==> config.mk <==
export PLATFORM = sky130hd
export DESIGN_NAME = fetch_unit
export DESIGN_NICKNAME = d
export VERILOG_FILES = /design/src/rtl/fetch_pkg.sv /design/src/rtl/fetch_fifo.sv /design/src/rtl/fetch_unit.sv
export SDC_FILE = /design/constraint.sdc
export NUM_CORES = 1
export LEC_CHECK = 0
export CAP_MARGIN = 20
export CELL_PAD_IN_SITES_DETAIL_PLACEMENT = 0
export CELL_PAD_IN_SITES_GLOBAL_PLACEMENT = 1
export CORE_MARGIN = 2
export CORE_UTILIZATION = 40
export DETAILED_ROUTE_END_ITERATION = 8
export DONT_BUFFER_PORTS = 1
export GPL_TIMING_DRIVEN = 0
export PLACE_DENSITY_LB_ADDON = 0.1
export SETUP_SLACK_MARGIN = 0.15
export SYNTH_ARGS = -nofsm -noshare
export SYNTH_HDL_FRONTEND = slang
export SYNTH_SLANG_ARGS = --single-unit
==> constraint.sdc <==
create_clock -name clk -period 3.7 [get_ports clk]
set_input_delay 0.925 -clock clk [delete_from_list [all_inputs] [get_ports clk]]
set_output_delay 0.925 -clock clk [all_outputs]
set_load 0.05 [all_outputs]
==> src/rtl/fetch_pkg.sv <==
// rtl/fetch_pkg.sv - shared widths, reset PC, FSM states and queue entry type for the fetch stage
package fetch_pkg;

    localparam int DEF_ADDR_W = 16;
    localparam int DEF_DATA_W = 16;
    localparam logic [DEF_ADDR_W-1:0] DEF_RESET_PC = 16'h0000;

    typedef enum logic [1:0] {
        IDLE = 2'd0,
        REQ  = 2'd1,
        DROP = 2'd2
    } fetch_state_t;

    typedef struct packed {
        logic [DEF_ADDR_W-1:0] pc;
        logic [DEF_DATA_W-1:0] instr;
    } fetch_entry_t;

endpackage

==> src/rtl/fetch_fifo.sv <==
// rtl/fetch_fifo.sv - prefetch queue of {pc, instr} entries with push, pop and flush
module fetch_fifo
    import fetch_pkg::*;
#(
    parameter int  DEPTH = 2,
    localparam int PTR_W = $clog2(DEPTH),
    localparam int CNT_W = PTR_W + 1
) (
    input  logic               clk,
    input  logic               reset,
    input  logic               push,
    input  fetch_entry_t       push_data,
    input  logic               pop,
    input  logic               flush,
    output logic [CNT_W-1:0]   count,
    output fetch_entry_t       head,
    output logic               full,
    output logic               empty
);

    fetch_entry_t     mem [DEPTH];
    logic [PTR_W-1:0] rd_ptr;
    logic [PTR_W-1:0] wr_ptr;
    logic             do_push;
    logic             do_pop;

    assign full    = (count == CNT_W'(DEPTH));
    assign empty   = (count == '0);
    assign do_push = push & ~full;
    assign do_pop  = pop & ~empty;
    assign head    = mem[rd_ptr];

    // Flush wins over push; a pop in the flush cycle is simply absorbed by the clear.
    always_ff @(posedge clk or negedge reset) begin
        if (!reset) begin
            rd_ptr <= '0;
            wr_ptr <= '0;
            count  <= '0;
            for (int i = 0; i < DEPTH; i++) begin
                mem[i] <= '0;
            end
        end else if (flush) begin
            rd_ptr <= '0;
            wr_ptr <= '0;
            count  <= '0;
        end else begin
            if (do_push) begin
                mem[wr_ptr] <= push_data;
                wr_ptr      <= wr_ptr + 1'b1;
            end
            if (do_pop) begin
                rd_ptr <= rd_ptr + 1'b1;
            end
            count <= count + CNT_W'(do_push) - CNT_W'(do_pop);
        end
    end

endmodule

==> src/rtl/fetch_unit.sv <==
// rtl/fetch_unit.sv - fetch PC, memory read FSM and prefetch queue; FETCH_BYPASS_EN forwards ack data straight to the consumer
module fetch_unit
    import fetch_pkg::*;
#(
    parameter int                ADDR_W   = DEF_ADDR_W,
    parameter int                DATA_W   = DEF_DATA_W,
    parameter int                DEPTH    = 2,
    parameter logic [ADDR_W-1:0] RESET_PC = DEF_RESET_PC
) (
    input  logic              clk,
    input  logic              reset,
    input  logic              fetch_en,
    output logic              mem_req,
    output logic [ADDR_W-1:0] mem_addr,
    input  logic              mem_ack,
    input  logic [DATA_W-1:0] mem_rdata,
    input  logic              redirect,
    input  logic [ADDR_W-1:0] redirect_pc,
    output logic              instr_valid,
    output logic [DATA_W-1:0] instr,
    output logic [ADDR_W-1:0] instr_pc,
    input  logic              instr_ready
);

    localparam int CNT_W = $clog2(DEPTH) + 1;

    fetch_state_t     state;
    logic [ADDR_W-1:0] fetch_pc;
    logic             push_ok;
    logic             q_push;
    logic             q_pop;
    logic [CNT_W-1:0] q_count;
    fetch_entry_t     q_head;
    fetch_entry_t     push_entry;
    logic             q_full;
    logic             q_empty;

    assign push_ok    = (state == REQ) & mem_ack & ~redirect;
    assign push_entry = '{pc: fetch_pc, instr: mem_rdata};

`ifdef FETCH_BYPASS_EN
    logic bypass;

    // Empty queue plus a good ack: hand the word over in the ack cycle itself.
    assign bypass      = push_ok & q_empty;
    assign instr_valid = ~q_empty | bypass;
    assign instr       = bypass ? mem_rdata : q_head.instr;
    assign instr_pc    = bypass ? fetch_pc  : q_head.pc;
    assign q_push      = push_ok & ~q_full & ~(bypass & instr_ready);
    assign q_pop       = ~q_empty & instr_ready;
`else
    assign instr_valid = ~q_empty;
    assign instr       = q_head.instr;
    assign instr_pc    = q_head.pc;
    assign q_push      = push_ok & ~q_full;
    assign q_pop       = instr_valid & instr_ready;
`endif

    fetch_fifo #(.DEPTH(DEPTH)) u_fifo (
        .clk       (clk),
        .reset     (reset),
        .push      (q_push),
        .push_data (push_entry),
        .pop       (q_pop),
        .flush     (redirect),
        .count     (q_count),
        .head      (q_head),
        .full      (q_full),
        .empty     (q_empty)
    );

    // One outstanding read at most; DROP waits out a read made stale by a redirect.
    always_ff @(posedge clk or negedge reset) begin
        if (!reset) begin
            state    <= IDLE;
            fetch_pc <= RESET_PC;
            mem_req  <= 1'b0;
            mem_addr <= RESET_PC;
        end else begin
            unique case (state)
                IDLE: begin
                    if (redirect) begin
                        fetch_pc <= redirect_pc;
                    end else if (fetch_en && (q_count < CNT_W'(DEPTH))) begin
                        state    <= REQ;
                        mem_req  <= 1'b1;
                        mem_addr <= fetch_pc;
                    end
                end
                REQ: begin
                    if (redirect) begin
                        fetch_pc <= redirect_pc;
                        if (mem_ack) begin
                            mem_req <= 1'b0;
                            state   <= IDLE;
                        end else begin
                            state <= DROP;
                        end
                    end else if (mem_ack) begin
                        fetch_pc <= fetch_pc + 1'b1;
                        mem_req  <= 1'b0;
                        state    <= IDLE;
                    end
                end
                DROP: begin
                    if (redirect) begin
                        fetch_pc <= redirect_pc;
                    end
                    if (mem_ack) begin
                        mem_req <= 1'b0;
                        state   <= IDLE;
                    end
                end
                default: begin
                    state   <= IDLE;
                    mem_req <= 1'b0;
                end
            endcase
        end
    end

endmodule

# [Word-level counts from Yosys, hierarchy flattened]
# Cells that the tools add are included.
[word_totals] ff_bits=103 input_bits=38 out_inout_bits=50 elab_cells=78
[classes] addsub=5 n_lt_le_gt_ge=4 eq_ne=8 muxes=25 bitwise=11 reduce_logical=14
[ops] op="$mux W32" n=4
[ops] op="$bwmux W64" n=1
[ops] op="$mux W16" n=3
[ops] op="$demux W32 S1" n=1
[ops] op="$pmux W16 S2" n=1
[ops] op="$add A16 B1 Y16 const B" n=1
[ops] op="$mux W2" n=6
[ops] op="$reduce_and A3 Y1" n=3
[ops] op="$mux W1" n=7
[ops] op="$and A1 B1 Y1" n=6
[ops] op="$pmux W2 S3" n=1
[ops] op="$reduce_bool A2 Y1" n=3
[ops] op="$eq A2 B2 Y1 const B" n=2
[ops] op="$ge A2 B2 Y1 const B" n=2
[ops] op="$logic_not A2 Y1" n=2
[ops] op="$ne A2 B1 Y1 const B" n=2
[ops] op="$ne A2 B2 Y1 const B" n=2
[ops] op="$not A1 Y2" n=2
[ops] op="$reduce_and A2 Y1" n=2
[ops] op="$reduce_or A2 Y1" n=2
[ops] op="$ne A3 B3 Y1 const B" n=1
[ops] op="$not A1 Y1" n=3
[ops] op="$add A1 B1 Y1 const B" n=2
[ops] op="$add A2 B1 Y2" n=1
[ops] op="other kinds (6)" n=7

# [Longest topological paths before layout]
[depth] ltp_word=8 mapped_depth=9 ltp_nobuf=8

# [Cells and area by module]
# Synthesis repeated with hierarchy kept, for this count alone.
[unflattened] hier_cells=383 area_unflattened_um2=5009.8
[modules_own_cells] mod="fetch_fifo" instances=1 cells_each=195 area_each_um2=2996.6 seq_area_each_um2=1701.6
[modules_own_cells] mod="fetch_unit" instances=1 cells_each=188 area_each_um2=2013.2 seq_area_each_um2=875.8

# [Worst setup path after synthesis]
# No wires, ideal clock.
[synth_timing] kind="register -> output" startpoint="register u_fifo.rd_ptr" endpoint="output port instr[0]" t_arrival_ns=1.348 t_required_ns=2.775 path_slack_ns=1.427 path_stages_with_launch=4 path_buffers=2 cell_sequence="dfrtp_1 -> clkbuf_1 -> clkbuf_1 -> mux2_2"
[synth_via] elab_chain_len=4
[synth_lines] item="start: declaration" line_no="fetch_fifo.sv:22" text="logic [PTR_W-1:0] rd_ptr;"
[synth_lines] item="start signal: assignment" line_no="fetch_fifo.sv:52" text="rd_ptr <= rd_ptr + 1'b1;"
[synth_lines] item="$not A1 Y2 (implied by the code)" line_no="fetch_fifo.sv:31" text="assign head = mem[rd_ptr];"
[synth_lines] item="$mux W32 (implied by the code) (3 in a row)" line_no="fetch_fifo.sv:31"
[synth_lines] item="end: declaration" line_no="fetch_unit.sv:20" text="output logic [DATA_W-1:0] instr,"
# No other way between the ends. The select of a mux whose other input is x is not followed.

# [Final worst setup path]
[layout_timing] startpoint="register u_fifo.rd_ptr" endpoint="output port instr_pc[15]"
[layout_via] elab_chain_len=4
[layout_lines] item="$not A1 Y2 (implied by the code)" line_no="fetch_fifo.sv:31"
[layout_lines] item="$mux W32 (implied by the code) (3 in a row)" line_no="fetch_fifo.sv:31"
[layout_lines] item="end: declaration" line_no="fetch_unit.sv:21" text="output logic [ADDR_W-1:0] instr_pc,"
# No other way between the ends. The select of a mux whose other input is x is not followed.

==> reports/metrics.csv <==
stage,metric,value,unit
critical_path,critical path launch point type,flip-flop,
critical_path,CP Max Fanout,10,
synthesis,most common cell in the netlist,dfrtp_1,
clock_tree,CTS Sinks,103,
timing,Tightest Pin Transition,0.6002,ns
pwr,Logic pwr share,40.4,%
critical_path,CP endpoint kind,output pin,
timing,Clock Skew,0.008716,ns
clock_tree,Post-CTS Setup Bufs,0,
pwr,Internal Dissipation,2.897,mW
final_layout,layout cells sized above 1,21.40,%
timing,setup TNS,0,ns
critical_path,Critical Path AT,2.03,ns
global_routing,vias in the first global route,3209,
detailed_routing,DR WL/cell,19.07,um
timing,Fin. Hold Viols,0,
placement,port bufs,0,
clock_tree,CTS buffer count,9,
global_routing,largest net degree at the start of global routing,104,
detailed_routing,# DRC,0,
pwr,Flop pwr share,41.4,%
pwr,Power Density,1022,nW/um^2
pwr,Leak Pwr,2.415,nW
synthesis,sequential area share after synthesis,52.74,%
hold_path,Hold WC Path Type,input port to asynchronous set/reset pin,
synthesis,Yosys top cell by area,dfrtp_1,
clock_tree,hold buffers post-CTS,0,
pwr,Clk network pwr share,18.1,%
flow_run,max cap viols,0,
timing,RSZ-0062 raised after global routing,no,
clock_tree,CTS tree,yes,
global_routing,first-pass GRT wire length,17620,um
detailed_routing,vias post-DR,3108,
clock_tree,clock latency on the worst-skew pair,0.35,ns
timing,upper clock frequency limit,0.3381,GHz
timing,Final min period,2.958,ns
detailed_routing,drt total wl,11010,um
synthesis,Post-Syn Area,4887,um^2
synthesis,synth warn,0,
clock_tree,clk buf depth,2,
synthesis,"FFs w/ async S/R, synth",100.0,%
floorplanning,Initial Util,40.86,%
synthesis,Synth Net Count,459,
timing,final worst-path cycle share,79.95,%
status,status,finished clean,
synthesis,Avg Inst Size Synth,11.80,um^2
clock_tree,H-Tree Level Count,3,
global_routing,initial antenna violation count,0,
final_layout,n_diodes,0,
detailed_routing,post-DR vias/cell,5.386,
placement,Final HPWL DP,7558,um
floorplanning,die area,13120,um^2
floorplanning,core area,11960,um^2
detailed_routing,Post-DRT Antenna Nets,0,
final_layout,Synth-to-Final Area Change,10.24,%
critical_path,CP required,2.77,ns
timing,Worst slew margin,59.98,%
clock_tree,Root Buffer Master,clkbuf_16,
synthesis,Post-synth top cells,"dfrtp_1 (103), nand2_1 (68), mux2_1 (48)",
global_routing,GRT Util Overall,17.70,%
timing,"Setup violations, final",0,
clock_tree,Clock transition at path regs,0.07,ns
detailed_routing,initial drt markers,152,
detailed_routing,Pre-Repair DR Iteration Count,4,
pwr,Worst VDD drop,0.4365,mV
synthesis,Yosys reg bits,103,
timing,hold slack,0.2739,ns
pwr,Switch Pwr,2.610,mW
synthesis,"Distinct cells, synth",41,
synthesis,synthesized instance count,414,
floorplanning,chip width,114.5,um
global_routing,total grt overflow,0,
synthesis,ranking of synthesized cells by area,"dfrtp_1 (53%), mux2_1 (11%), mux2_2 (9.4%)",
timing,max-slew violations,0,
critical_path,CP Class,flip-flop to output pin,
floorplanning,Ports,88,
floorplanning,die height,114.5,um
placement,RePlAce Congestion,0.8372,
synthesis,Synth top area share,52.74,%
floorplanning,Core Rows,40,
clock_tree,CTS resizes,0,
pwr,sw frac,47.40,%
synthesis,number of synthesized flops with an enable pin,0,
synthesis,top_reg_cell synth,dfrtp_1,
final_layout,fin nets,470,
[cells in the final DEF (no fill, tap or decap), drive strengths merged, types with 8 or more instances in the layout]
cell and count:
a21oi 28, buf 16, clkbuf 22, dfrtp 103, inv 8, mux2 98
nand2 69, nand3 9, o21ai 16
[per-stage QoR]
stage	total power [mW]	cells	setup WS [ns]	cell area (um^2)	util [%]
2_1_floorplan	4.146	414	1.427	4887	-
4_1_cts	5.574	577	0.6948	5388	45.04
5_1_grt	5.824	577	0.6398	5388	45.04
6_report	5.507	577	0.7420	5388	45.04
3_5_place_dp	4.555	561	1.086	5071	42.40
3_3_place_gp	4.505	561	1.085	5071	42.40
[path summary, 6_finish.rpt]
path | from | end | slack, ns | cells past startpoint
min | reset | fetch_pc[7] | 0.27 | 0
min reg2reg | u_fifo.mem[60] | u_fifo.mem[60] | 0.49 | 1
max reg2reg | state[0] | fetch_pc[3] | 1.56 | 7
max | u_fifo.rd_ptr | instr_pc[15] | 0.74 | 3
min in group clk | u_fifo.mem[60] | u_fifo.mem[60] | 0.49 | 1
max in group asynchronous | reset | mem_addr[14] | 3.29 | 0
[power by group through the flow]
stage | clock, mW | combinational (mW) | sequential [mW]
after floorplan | 0 | 1.97 | 2.18
after CTS | 1.03 | 2.26 | 2.29
after global placement | 0 | 2.22 | 2.29
final | 0.999 | 2.23 | 2.28
after global routing | 1.07 | 2.40 | 2.36
after detailed placement | 0 | 2.25 | 2.31
[final cells by class]
type / count / area, um^2
plain buffers: 27 / 158.9
clock buffers: 11 / 252.7
clock inverters: 5 / 63.81
fillers: 1126 / 6574
inverters: 7 / 26.28
multi-input cells: 277 / 2125
flip-flops and latches: 103 / 2577
well taps: 147 / 183.9
[sequential cells by signal, indices dropped and copies added, names as in the netlist]
signal / cells
fetch_pc: 16
mem_addr: 16
mem_req: 1
state: 2
u_fifo.count: 2
u_fifo.mem: 64
u_fifo.rd_ptr: 1
u_fifo.wr_ptr: 1
[critical path: stages, from the launching register on]
cell,delay (ns)
dfrtp_1,0.33
clkbuf_1,0.29
clkbuf_1,0.52
mux2_2,0.54
[routing by layer]
metal / GRT usage (%) / vias to the layer above / share of wire [%]
met4: 6.585 / 0 / 1.1
met3: 4.394 / 9 / 4.6
met2: 27.81 / 68 / 48
met1: 23.72 / 1572 / 46
li1: - / 1459 / -
met5: 0 / - / 0
[logic make-up (layout without fill, tap and decap cells)]
family                     Yosys count  after routing  share of synthesized area [%]
adders and majority gates            7              7                          1.792
xor gates and xnor gates             3              3                         0.5377
and+or+nand+nor                    111            111                          10.96
muxes                               99             99                          23.48
DFF                                103            103                          52.74
buffers and inverters               34             50                          3.789
AOI/OAI and AO/OA                   57             57                          6.708
Power figures use the tool's default switching activity.
